==> src/rtl/irq_pkg.sv <==
// Shared types and constants for the interrupt request latch.
package irq_pkg;

   localparam int N_IRQ = 4;
   localparam int IDX_W = 2;

   typedef enum logic [1:0] {
      IDLE   = 2'd0,
      REQ    = 2'd1,
      SETTLE = 2'd2
   } irq_state_e;

endpackage

==> src/rtl/irq_edge_sync.sv <==
// One request line: synchroniser chain, previous-value flop and rising-edge pulse.
module irq_edge_sync #(
   parameter int SYNC_STAGES = 2
) (
   input  logic clk,
   input  logic rst_n,
   input  logic raw,
   output logic rise
);

   logic [SYNC_STAGES-1:0] sync_chain;
   logic                   prev;

   // Chain resets low, so a line already high at reset release reads as an edge.
   always_ff @(posedge clk or negedge rst_n) begin
      if (!rst_n) begin
         sync_chain <= '0;
         prev       <= 1'b0;
      end else begin
         sync_chain <= {sync_chain[SYNC_STAGES-2:0], raw};
         prev       <= sync_chain[SYNC_STAGES-1];
      end
   end

   assign rise = sync_chain[SYNC_STAGES-1] & ~prev;

endmodule

==> src/rtl/irq_request_latch.sv <==
// Edge-latching interrupt request stage with req/ack handshake toward the consumer.
// Optional sticky overrun flags are built when IRQ_OVERRUN_EN is defined.
module irq_request_latch #(
   parameter int N_IRQ       = 4,
   parameter int SYNC_STAGES = 2
) (
   input  logic                     clk,
   input  logic                     rst_n,
   input  logic [N_IRQ-1:0]         irq_in,
   input  logic [N_IRQ-1:0]         irq_mask,
   output logic [N_IRQ-1:0]         pend_o,
   input  logic [$clog2(N_IRQ)-1:0] enc_idx,
   input  logic                     enc_valid,
   output logic                     irq_req,
   output logic [$clog2(N_IRQ)-1:0] irq_id,
   input  logic                     irq_ack
`ifdef IRQ_OVERRUN_EN
   ,
   output logic [N_IRQ-1:0]         overrun_o,
   input  logic                     overrun_clr
`endif
);
   import irq_pkg::*;

   logic [N_IRQ-1:0] rise;
   logic [N_IRQ-1:0] pending;
   logic [N_IRQ-1:0] clr_vec;
   irq_state_e       state_q, state_d;
   logic             req_d;
   logic [IDX_W-1:0] id_d;

   for (genvar i = 0; i < N_IRQ; i++) begin : g_sync
      irq_edge_sync #(.SYNC_STAGES(SYNC_STAGES)) u_sync (
         .clk   (clk),
         .rst_n (rst_n),
         .raw   (irq_in[i]),
         .rise  (rise[i])
      );
   end

   // A new edge in the same cycle as the ack clear keeps the bit pending.
   always_ff @(posedge clk or negedge rst_n) begin
      if (!rst_n) pending <= '0;
      else        pending <= (pending & ~clr_vec) | rise;
   end

   assign pend_o = pending & ~irq_mask;

   always_ff @(posedge clk or negedge rst_n) begin
      if (!rst_n) begin
         state_q <= IDLE;
         irq_req <= 1'b0;
         irq_id  <= '0;
      end else begin
         state_q <= state_d;
         irq_req <= req_d;
         irq_id  <= id_d;
      end
   end

   // irq_id is captured once in IDLE and frozen until the ack.
   always_comb begin
      state_d = state_q;
      req_d   = irq_req;
      id_d    = irq_id;
      clr_vec = '0;
      unique case (state_q)
         IDLE: begin
            if (enc_valid) begin
               id_d    = enc_idx;
               req_d   = 1'b1;
               state_d = REQ;
            end
         end
         REQ: begin
            if (irq_ack) begin
               clr_vec[irq_id] = 1'b1;
               req_d           = 1'b0;
               state_d         = SETTLE;
            end
         end
         SETTLE:  state_d = IDLE;
         default: begin
            state_d = IDLE;
            req_d   = 1'b0;
         end
      endcase
   end

`ifdef IRQ_OVERRUN_EN
   always_ff @(posedge clk or negedge rst_n) begin
      if (!rst_n) overrun_o <= '0;
      else        overrun_o <= (overrun_clr ? '0 : overrun_o) | (rise & pending);
   end
`endif

endmodule

==> config.mk <==
export PLATFORM = sky130hd
export DESIGN_NAME = irq_request_latch
export DESIGN_NICKNAME = d
export VERILOG_FILES = /design/src/rtl/irq_pkg.sv /design/src/rtl/irq_edge_sync.sv /design/src/rtl/irq_request_latch.sv
export SDC_FILE = /design/constraint.sdc
export NUM_CORES = 1
export LEC_CHECK = 0
export CAP_MARGIN = 10
export CORE_MARGIN = 2
export CORE_UTILIZATION = 30
export DETAILED_ROUTE_END_ITERATION = 12
export DONT_BUFFER_PORTS = 1
export PLACE_DENSITY = 0.53
export SLEW_MARGIN = 20
export SYNTH_ARGS = -nofsm -noshare
export SYNTH_HDL_FRONTEND = slang
export SYNTH_SLANG_ARGS = --single-unit
==> constraint.sdc <==
create_clock -name clk -period 1.85 [get_ports clk]
set_clock_uncertainty 0.2 [all_clocks]
set_input_delay 0.37 -clock clk [delete_from_list [all_inputs] [get_ports clk]]
set_output_delay 0.37 -clock clk [all_outputs]
set_load 0.01 [all_outputs]
Word-level counts from Yosys, hierarchy flattened

Index checks and enable logic that the tools add are counted.
W data, S select, Z words.

Div/mod/pow operators: 0
$add $sub $neg: 0
Bitwise gates (word level): 14
Equal/unequal tests: 4
$mul: 0
Reductions and logical operators: 5
Order comparisons: 2
Shift operators: 0
Muxes and demuxes: 10

Operators by type and width:

| operator             | number |
|---|---|
| $and A4 B4 Y4        | 2 |
| $mux W4              | 2 |
| $not A4 Y4           | 2 |
| $not A1 Y1           | 5 |
| $and A1 B1 Y1        | 4 |
| $mux W2              | 2 |
| $ne A2 B2 Y1 const B | 2 |
| $or A4 B4 Y4         | 1 |
| $pmux W2 S2          | 1 |
| $reduce_and A2 Y1    | 2 |
| $lt A2 B3 Y1 const B | 1 |
| $mux W1              | 3 |
| $pmux W1 S3          | 1 |
| $reduce_and A3 Y1    | 1 |
| $demux W1 S2         | 1 |
| $eq A2 B1 Y1 const B | 1 |
| $eq A2 B2 Y1 const B | 1 |
| $ge A2 B1 Y1 const B | 1 |
| $logic_not A2 Y1     | 1 |
| $logic_and A1 B1 Y1  | 1 |

Memory bits (writable): 0
Output and inout port bits: 7
Memories: 0
Bits in read-only memories: 0
Register bits after elaboration: 21
Latch bits: 0
Word-level logic and storage cells: 47

Logic depth before layout (Yosys ltp)

Gate-level depths: netlist of the first run.

Depth in word-level cells: 9
Gate-level depth with buffers: 3
Depth with buffers taken out: 3

Hierarchy

From an unflattened synthesis of the first run, not the netlist that was laid out.

Cell total of the unflattened synthesis: 50
Area, all modules: 770.7 µm²

By module, submodules not included:

| module            | times used | cells each | area an instance (µm²) |
|---|---|---|---|
| irq_request_latch | 1          | 34         | 415.4 |
| irq_edge_sync     | 4          | 4          | 88.8 |

Worst setup path after synthesis of the first run

No wires, ideal clock.

Kind: register to register
Start: register state_q[0]
End: register irq_id[0]
Arrival time: 980 ps
Slack: 545 ps
Period minus slack after synthesis: 1305 ps
Buffers on the path: 0
Cell stages (with the launch flop): 3
Data required time: 1525 ps
Cell sequence: dfrtp_1 -> nor3b_2 -> mux2_2

Cells in the longest elaborated chain, start to end: 2

Ends and longest elaborated chain:

| element                            | RTL line                | source |
|---|---|---|
| from (decl)                        | irq_request_latch.sv:28 | `irq_state_e state_q, state_d;` |
| from (signal assigned)             | irq_request_latch.sv:55 | `state_q <= state_d;` |
| $logic_not A2 Y1                   | irq_request_latch.sv:67 | `unique case (state_q)` |
| $reduce_and A2 Y1 (no source line) | --                      |  |
| to (signal assigned)               | irq_request_latch.sv:57 | `irq_id <= id_d;` |
| to (decl)                          | irq_request_latch.sv:15 | `output logic [$clog2(N_IRQ)-1:0] irq_id,` |

No other way between the ends.
A chain may end at the register's enable or synchronous reset.

Worst setup path after layout of the first run

Start: register pending[3]
End: output pend_o[3]

Cells in the longest elaborated chain, start to end: 1

Ends and longest elaborated chain:

| element                | RTL line                | source |
|---|---|---|
| from (decl)            | irq_request_latch.sv:26 | `logic [N_IRQ-1:0] pending;` |
| from (signal assigned) | irq_request_latch.sv:44 | `else pending <= (pending & ~clr_vec) \| rise;` |
| $and A4 B4 Y4          | irq_request_latch.sv:47 | `assign pend_o = pending & ~irq_mask;` |
| to (decl)              | irq_request_latch.sv:11 | `output logic [N_IRQ-1:0] pend_o,` |

No other way between the ends.

==> results of run 1 <==
## final cells by class
type / count / area (µm²) / share of cell area, %
flip-flops and latches: 21 / 526 / 63.8
multi-input cells: 24 / 160 / 19.5
repair buffers: 5 / 50.0 / 6.08
well taps: 28 / 35.0 / 4.26
clock buffers: 4 / 26.3 / 3.19
inverters: 7 / 26.3 / 3.19
## synthesized netlist by cell type, drive strengths merged
master,instances
and3,1
dfrtp,21
and4bb,1
inv,7
nand2,3
nor2b,4
nand4b,1
nor3b,1
nand3,1
nor2,1
o21ai,6
a22o,2
mux2i,1
a21oi,1
mux2,1
## state kept, by name (all words and copies together) (netlist names)
name                      count
irq_req                       1
pending                       4
state_q                       2
irq_id                        2
g_sync.u_sync.prev            4
g_sync.u_sync.sync_chain      8
## kinds of logic after synthesis
kind of cell | after synthesis | synth area share, %
flops | 21 | 73.8
mux | 2 | 2.99
compound gates | 9 | 7.38
simple gates | 13 | 12.1
buf+inv | 7 | 3.69
## timing repair
| item | in CTS | in global routing |
|---|---|---|
| buffers inserted | 0 | 0 |
| hold buffers | 5 | 0 |
| endpoints found under the hold margin | 25 | 0 |
## power groups by stage
stage	Sequential (µW)	Combinational (µW)	Clock [µW]
floorplan	558	68.7	0
global placement	571	78.2	0
detailed placement	574	80.8	0
CTS	565	98.1	227
global route	571	111	252
finish	562	95.2	212
## layer usage
metal  vias up  track usage (%)  routed length [µm]
li1        187                -                   -
met1       196             10.6                 424
met2        10             16.3                 529
met3         4             2.29                  61
met4         0             10.3                  30
met5         -                0                   0
## how the worst max path moves through the flow
stage,endpoint,slack (ps),cells past startpoint
floorplan,irq_id[0],540,2
global placement,irq_id[0],510,2
detailed placement,irq_id[0],470,2
CTS,pend_o[3],360,1
global route,g_sync[0].u_sync.prev,260,1
finish,pend_o[3],390,1
## metrics by stage
stage	power [µW]	instances	area [µm²]	utilization, %	setup slack (ps)
after CTS	889	89	823	36.9	357
after global placement	649	80	747	33.4	511
after detailed placement	655	80	747	33.4	474
after global routing	934	89	823	36.9	263
final	869	89	823	36.9	392
after floorplan	627	52	712	-	545
==> results.yml, run 1 <==
cts:
  cts_repair_resize_count: 0
  cts_buffer_depth: 2
  cts_made_buffers: 3
  cts_root_buffer: "clkbuf_4"
  clock_tree.htree_level_count: 1
  numClockSinks: 21
  clk-insertion-delay-late_ps: 290
  cts_tree: "yes"
  cts.reportedPaths.clkPinSlew_ps: 110
grt:
  global_route.overflow_total: 0
  grt_first_pass_wirelength_um: 1870
  grt_max_degree: 22
  first_global_vias: 429
  grt_antenna_before_repair: 0
  grt_usage_pct: 10.1
yosys:
  synth_warnings: 0
  synth.cell_area_um2: 712
  post-synth-top-area-cell: "dfrtp_1"
  syn_avg_cell_area_um2: 13.7
  netlist_top_cells_area: "dfrtp_1, o21ai_0, inv_1, nor2b_1, a22o_1"
  synth-seq-area-share_pct: 73.8
  mapped_nets: 66
  yosys.area.top_type_share_pct: 73.8
  postSynthRegisterBits: 21
  post_synth_num_cell_types: 15
  synthCells: 52
setup_path:
  worst_ep_required_time_ps: 1280
  critical_path_peak_fanout: 2
  worstSetupPathType: "reg2out"
  timing.critical_path.cells: "nor2b_1"
  rr_worst_depth: 2
  critical_path.top_delay_family: "flip-flops"
  critPathLaunch: "pending[3]"
  critical_path.slowest_cell: "dfrtp_1"
  cp-start-kind: "flop"
  r2r_end: "irq_id[0]"
  regToRegStartpoint: "state_q[0]"
  cp_peak_stage_delay_ps: 370
  timing.critical_path.to_type: "primary output"
  worst-endpoint-arrival_ps: 890
  regToRegSetupSlack_ps: 460
  cp.buffers_inverters: 0
power_and_ir_drop:
  p_clk_share_pct: 24.4
  share_seq_of_total_power_pct: 64.6
  power.leakage_uw: 0.000368
  power.net_switching_uw: 226
  p_int_uw: 644
  power_density_nw_per_um2: 1060
  switching_share_pct: 26.0
  power.share.combinational_pct: 10.9
  ir_drop_mv: 0.528
die:
  die_h_um: 52.7
  core_area_um2: 2230
  start_util_pct: 31.9
  io_pins: 21
  floorplan.die_area_um2: 2780
  rows: 17
  die_w_um: 52.7
final_layout:
  area.growth.synth_to_final_pct: 15.6
  most_common_library_cell_in_the_layout_ignoring_fill_and_taps: "dfrtp_1"
  fillCellCount: 212
  final_net_count: 76
  drive_gt1_share_pct: 9.84
  layout.cells.most_common_list: "dfrtp_1, inv_1, o21ai_0"
  antenna_cells: 0
timing:
  post-route-min-period_ps: 1460
  fin_crit_sh_pct: 78.8
  grt_setup_unrepaired: "false"
  slew_viol_final: 0
  final-hold-violation-count: 0
  setup_viol: 0
  max_clock_freq_ghz: 0.686
  timing_worst_slew_pin_value_ps: 874
  final.setup.tns_ps: 0
  slew_headroom_pct: 41.5
  whs_ps: 23.8
placement:
  count_of_input_and_output_buffers: 0
  weighted_congestion_reported_at_the_end_of_routability_driven_placement: 0.664
job:
  timing.max_cap.violations: 0
drt:
  totalWireLength_um: 1050
  drcViolationCount: 0
  drt-initial-drc-count: 3
  detail-route-antenna-nets: 0
  detail_route.wl_per_cell_um: 11.7
  detailroute.via_count: 397
  drt_pre_antenna_iters: 4
  routed_via_density: 4.46
hold_path:
  holdPathEnd: "irq_id[1]"
  hold_class: "in2reg"
  whs_path_depth: 2
  hold_start: "enc_idx[1]"
status:
  outcome: "completed"
(Power assumes the default switching activity.)
==> inputs of run 2 (changes only) <==
- clock period: 1.85 -> 1.5 ns (I/O delays scaled with it)
==> run 2 against run 1 <==
Against the previous run:
- the run now ends with negative hold slack left
- cell count increased by 5.6%
- hold slack got worse by 32 ps
- sequential power increased by 22%
- sequential cell count did not move
- count of clock-buffer cells in the layout did not move
- worst setup slack worse by 290 ps
- via count is 3.0% higher
- global-route usage about the same
- combinational power grew 53%
- die area unchanged
- critical endpoint is now pend_o[1]
- total power up 25%
==> results.yml, run 2 (synthesis results as in run 1) <==
setup_path:
  critical_path.top_delay_family: "flip-flops"
  critical_path.slowest_cell: "dfrtp_1"
  timing.critical_path.cells: "nor2b_1"
  worst-endpoint-arrival_ps: 900
  critical_path_peak_fanout: 2
  cp.buffers_inverters: 0
  worstSetupPathType: "reg2out"
  timing.critical_path.to_type: "primary output"
  cp_peak_stage_delay_ps: 350
  worst_ep_required_time_ps: 1000
  cp-start-kind: "flop"
drt:
  drt-initial-drc-count: 4
  detail-route-antenna-nets: 0
  routed_via_density: 4.35
  detail_route.wl_per_cell_um: 11.8
  detailroute.via_count: 409
  drt_pre_antenna_iters: 2
  totalWireLength_um: 1110
  drcViolationCount: 0
status:
  violations: "negative hold slack"
  outcome: "complete, but fails checks"
power_and_ir_drop:
  power.leakage_uw: 0.000398
  power_density_nw_per_um2: 1250
  ir_drop_mv: 0.618
final_layout:
  antenna_cells: 0
  area.growth.synth_to_final_pct: 22.7
  most_common_library_cell_in_the_layout_ignoring_fill_and_taps: "dfrtp_1"
  final_util_pct: 39.1
  fillCellCount: 223
  largest_register: "g_sync.u_sync.sync_chain"
  top_regs: "g_sync.u_sync.sync_chain (8), g_sync.u_sync.prev (4), pending (4)"
  layout.cells.most_common_list: "dfrtp_1, dlygate4sd3_1, inv_1"
  final_net_count: 81
  flip_flop_count_of_the_largest_register_all_copies_and_words_added: 8
  drive_gt1_share_pct: 10.6
  register_area_um2: 526
  multiInputGateArea_um2: 160
cts:
  clk-insertion-delay-late_ps: 290
  clock_tree.htree_level_count: 1
  cts_root_buffer: "clkbuf_4"
  cts_buffer_depth: 2
  numClockSinks: 21
  cts_setup_buffers: 0
  cts_tree: "yes"
  cts_made_buffers: 3
  cts.reportedPaths.clkPinSlew_ps: 110
timing:
  whs_ps: -8.12
  grt_setup_unrepaired: "false"
  post-route-min-period_ps: 1400
  post-route-worst-setup-slack_ps: 99.6
  final-hold-violation-count: 10
  final.setup.tns_ps: 0
  slew_headroom_pct: 39.7
  fin_crit_sh_pct: 93.4
  setup_viol: 0
  slew_viol_final: 0
  max_clock_freq_ghz: 0.714
  timing_worst_slew_pin_value_ps: 905
die:
  core_area_um2: 2230
  die_w_um: 52.7
  rows: 17
  die_h_um: 52.7
  floorplan.die_area_um2: 2780
  io_pins: 21
  start_util_pct: 31.9
grt:
  grt_usage_pct: 10.2
  grt_first_pass_wirelength_um: 1930
  global_route.overflow_total: 0
  grt_max_degree: 22
  first_global_vias: 464
  grt_antenna_before_repair: 0
hold_path:
  hold_class: "in2async"
placement:
  weighted_congestion_reported_at_the_end_of_routability_driven_placement: 0.668
  count_of_input_and_output_buffers: 0
  placement.setup.worst_slack_ps: 139
job:
  timing.max_cap.violations: 0
## run 2: changes by cell type in the layout (fill, tap and decap cells not counted)
cell / change
dlymetal6s4s_1: +1
dlygate4sd3_1: +3
buf_4: +1
## run 2: path summary, 6_finish.rpt
| check | startpoint | to | depth (start not counted) | slack (ps) |
|---|---|---|---|---|
| max | pending[1] | pend_o[1] | 1 | 100 |
| min in group clk | irq_ack | pending[3] | 3 | 80 |
| min reg2reg | g_sync[2].u_sync.sync_chain[0] | g_sync[2].u_sync.sync_chain[1] | 0 | 160 |
| min | rst_n | state_q[1] | 1 | -8 |
| max reg2reg | state_q[0] | irq_id[0] | 2 | 120 |
| max in group asynchronous | rst_n | pending[0] | 1 | 550 |
## run 2: through the flow
| step | std cells | hold slack, ps | cell area (µm²) | total power (µW) |
|---|---|---|---|---|
| after floorplan | 52 | -196 | 712 | 773 |
| after global placement | 81 | -195 | 754 | 811 |
| after detailed placement | 81 | -195 | 754 | 816 |
| after CTS | 94 | 74.4 | 871 | 1110 |
| after global routing | 94 | 72.2 | 873 | 1150 |
| final | 94 | -8.12 | 873 | 1090 |
## run 2: where the power goes
part           total (µW)  leakage [µW]  internal, µW  switching (µW)
clock                 259     0.0000150           103             156
sequential            684      0.000238           631            52.4
combinational         146      0.000145          75.7            69.9
## run 2: final cells by class
cell class / count / area share (%)
Sequential cell: 21 / 60.2
Multi-Input combinational cell: 24 / 18.3
Timing Repair Buffer: 10 / 11.5
Tap cell: 28 / 4.01
Clock buffer: 4 / 3.01
Inverter: 7 / 3.01
## run 2: metal layers
metal	vias to the layer above	global-route usage, %	share of wire, %
li1	199	-	-
met1	200	10.8	40
met2	8	17.1	55
met3	2	1.71	3.6
met4	0	8.97	1.4
met5	-	0	0
## run 2: what timing repair did
item,in CTS,in global routing
hold buffers,9,0
resized for setup,0,1
hold endpoints to repair,30,0
endpoints found under the setup margin,0,21
==> inputs of run 3 (changes only) <==
- SKIP_CTS_REPAIR_TIMING: default -> 1
==> run 3 against run 2 <==
Against the previous run:
- register-to-register slack about the same
- highest routed layer unchanged
- hold slack improved by 12 ps
- cell count is 1.1% higher
- fmax increased by 0.30%
- sequential share of layout area fell by 1.2 points
- the run now ends clean
- core utilization is 0.78 points higher
- first-iteration DRC count did not move
==> results.yml, run 3 (synthesis results as in run 1) <==
hold_path:
  hold_class: "in2reg"
drt:
  totalWireLength_um: 1170
  drcViolationCount: 0
  detail_route.wl_per_cell_um: 12.3
  drt_pre_antenna_iters: 3
  drt-initial-drc-count: 4
  detail-route-antenna-nets: 0
  routed_via_density: 4.40
  detailroute.via_count: 418
power_and_ir_drop:
  ir_drop_mv: 0.641
  p_int_uw: 815
  share_seq_of_total_power_pct: 62.6
  switching_share_pct: 25.6
  power.leakage_uw: 0.000399
  power_density_nw_per_um2: 1230
  p_clk_share_pct: 23.5
  power.share.combinational_pct: 13.9
  power.net_switching_uw: 280
setup_path:
  worst_ep_required_time_ps: 1000
  critical_path.slowest_cell: "dfrtp_1"
  cp_peak_stage_delay_ps: 350
  cp.buffers_inverters: 0
  cp-start-kind: "flop"
  worstSetupPathType: "reg2out"
  timing.critical_path.to_type: "primary output"
  timing.critical_path.cells: "nor2b_1"
  critical_path.top_delay_family: "flip-flops"
  critical_path_peak_fanout: 2
  worst-endpoint-arrival_ps: 900
die:
  die_h_um: 52.7
  rows: 17
  floorplan.die_area_um2: 2780
  start_util_pct: 31.9
  core_area_um2: 2230
  io_pins: 21
  die_w_um: 52.7
final_layout:
  area.growth.synth_to_final_pct: 25.1
  register_area_um2: 526
  antenna_cells: 0
  multiInputGateArea_um2: 160
  final_net_count: 82
  fillCellCount: 226
  drive_gt1_share_pct: 11.9
  flip_flop_count_of_the_largest_register_all_copies_and_words_added: 8
  most_common_library_cell_in_the_layout_ignoring_fill_and_taps: "dfrtp_1"
  stdcell_area_um2: 891
  top_regs: "g_sync.u_sync.sync_chain (8), g_sync.u_sync.prev (4), pending (4)"
  largest_register: "g_sync.u_sync.sync_chain"
  layout.cells.most_common_list: "dfrtp_1, dlygate4sd3_1, inv_1"
grt:
  met1_track_usage_gr_pct: 10.5
  grt_usage_pct: 9.58
  use_met3_pct: 2.00
  global_route.overflow_total: 0
  grt_max_degree: 22
  grt_first_pass_wirelength_um: 1810
  grt_antenna_before_repair: 0
  first_global_vias: 441
  gr-usage-met2_pct: 15.2
  grt_most_used_layer: "met2"
cts:
  cts_root_buffer: "clkbuf_4"
  clock_tree.htree_level_count: 1
  cts_tree: "yes"
  cts.reportedPaths.clkPinSlew_ps: 110
  cts_made_buffers: 3
  numClockSinks: 21
  clk-insertion-delay-late_ps: 290
  cts_buffer_depth: 2
timing:
  final-hold-violation-count: 0
  setup_viol: 0
  slew_viol_final: 0
  timing_worst_slew_pin_value_ps: 259
  final.setup.tns_ps: 0
  post-route-min-period_ps: 1400
  slew_headroom_pct: 82.7
  fin_crit_sh_pct: 93.1
  grt_setup_unrepaired: "false"
  max_clock_freq_ghz: 0.716
job:
  timing.max_cap.violations: 0
placement:
  weighted_congestion_reported_at_the_end_of_routability_driven_placement: 0.668
  dpl_cell_area_um2: 754
  count_of_input_and_output_buffers: 0
status:
  outcome: "completed"
## run 3: changes by cell type in the layout (fill, tap and decap cells not counted)
cell,delta
dlygate4sd3_1,+1
dlymetal6s4s_1,-1
buf_12,+1
## run 3: per-layer routing
metal  up-vias  wire (µm)
met3         2         46
met4         0         16
li1        201          -
met1       207        460
met2         8        643
met5         -          0
## run 3: through the flow
| stage | hold slack, ps | setup WS [ps] | total power [µW] | util, % | cells |
|---|---|---|---|---|---|
| 2_1_floorplan | -196 | 195 | 773 | - | 52 |
| 3_3_place_gp | -195 | 168 | 811 | 33.8 | 81 |
| 3_5_place_dp | -195 | 139 | 816 | 33.8 | 81 |
| 4_1_cts | -531 | 91.3 | 1080 | 35.0 | 85 |
| 5_1_grt | 51.3 | 22.5 | 1160 | 39.9 | 95 |
| 6_report | 3.43 | 104 | 1100 | 39.9 | 95 |
## run 3: power groups by stage
stage | Sequential, µW | Combinational, µW | Clock, µW
global route | 696 | 173 | 288
global placement | 695 | 116 | 0
floorplan | 688 | 84.7 | 0
detailed placement | 698 | 118 | 0
finish | 686 | 152 | 257
CTS | 686 | 118 | 277
## run 3: path summary, 6_finish.rpt
path | from | endpoint | slack (ps) | depth (start not counted)
min in group asynchronous | rst_n | state_q[1] | 220 | 2
hold / removal | irq_ack | irq_req | 3 | 3
setup / recovery | pending[1] | pend_o[1] | 100 | 1
setup reg to reg | state_q[0] | irq_id[0] | 110 | 2
max in group asynchronous | rst_n | g_sync[0].u_sync.sync_chain[0] | 750 | 2
hold reg to reg | g_sync[2].u_sync.sync_chain[0] | g_sync[2].u_sync.sync_chain[1] | 160 | 0
## run 3: cell type report
type | instances | area share, %
multi-input combinational | 24 | 18.0
inverter | 7 | 2.95
sequential | 21 | 59.0
clock buffer | 4 | 2.95
tap | 28 | 3.93
timing repair buffer | 11 | 13.2
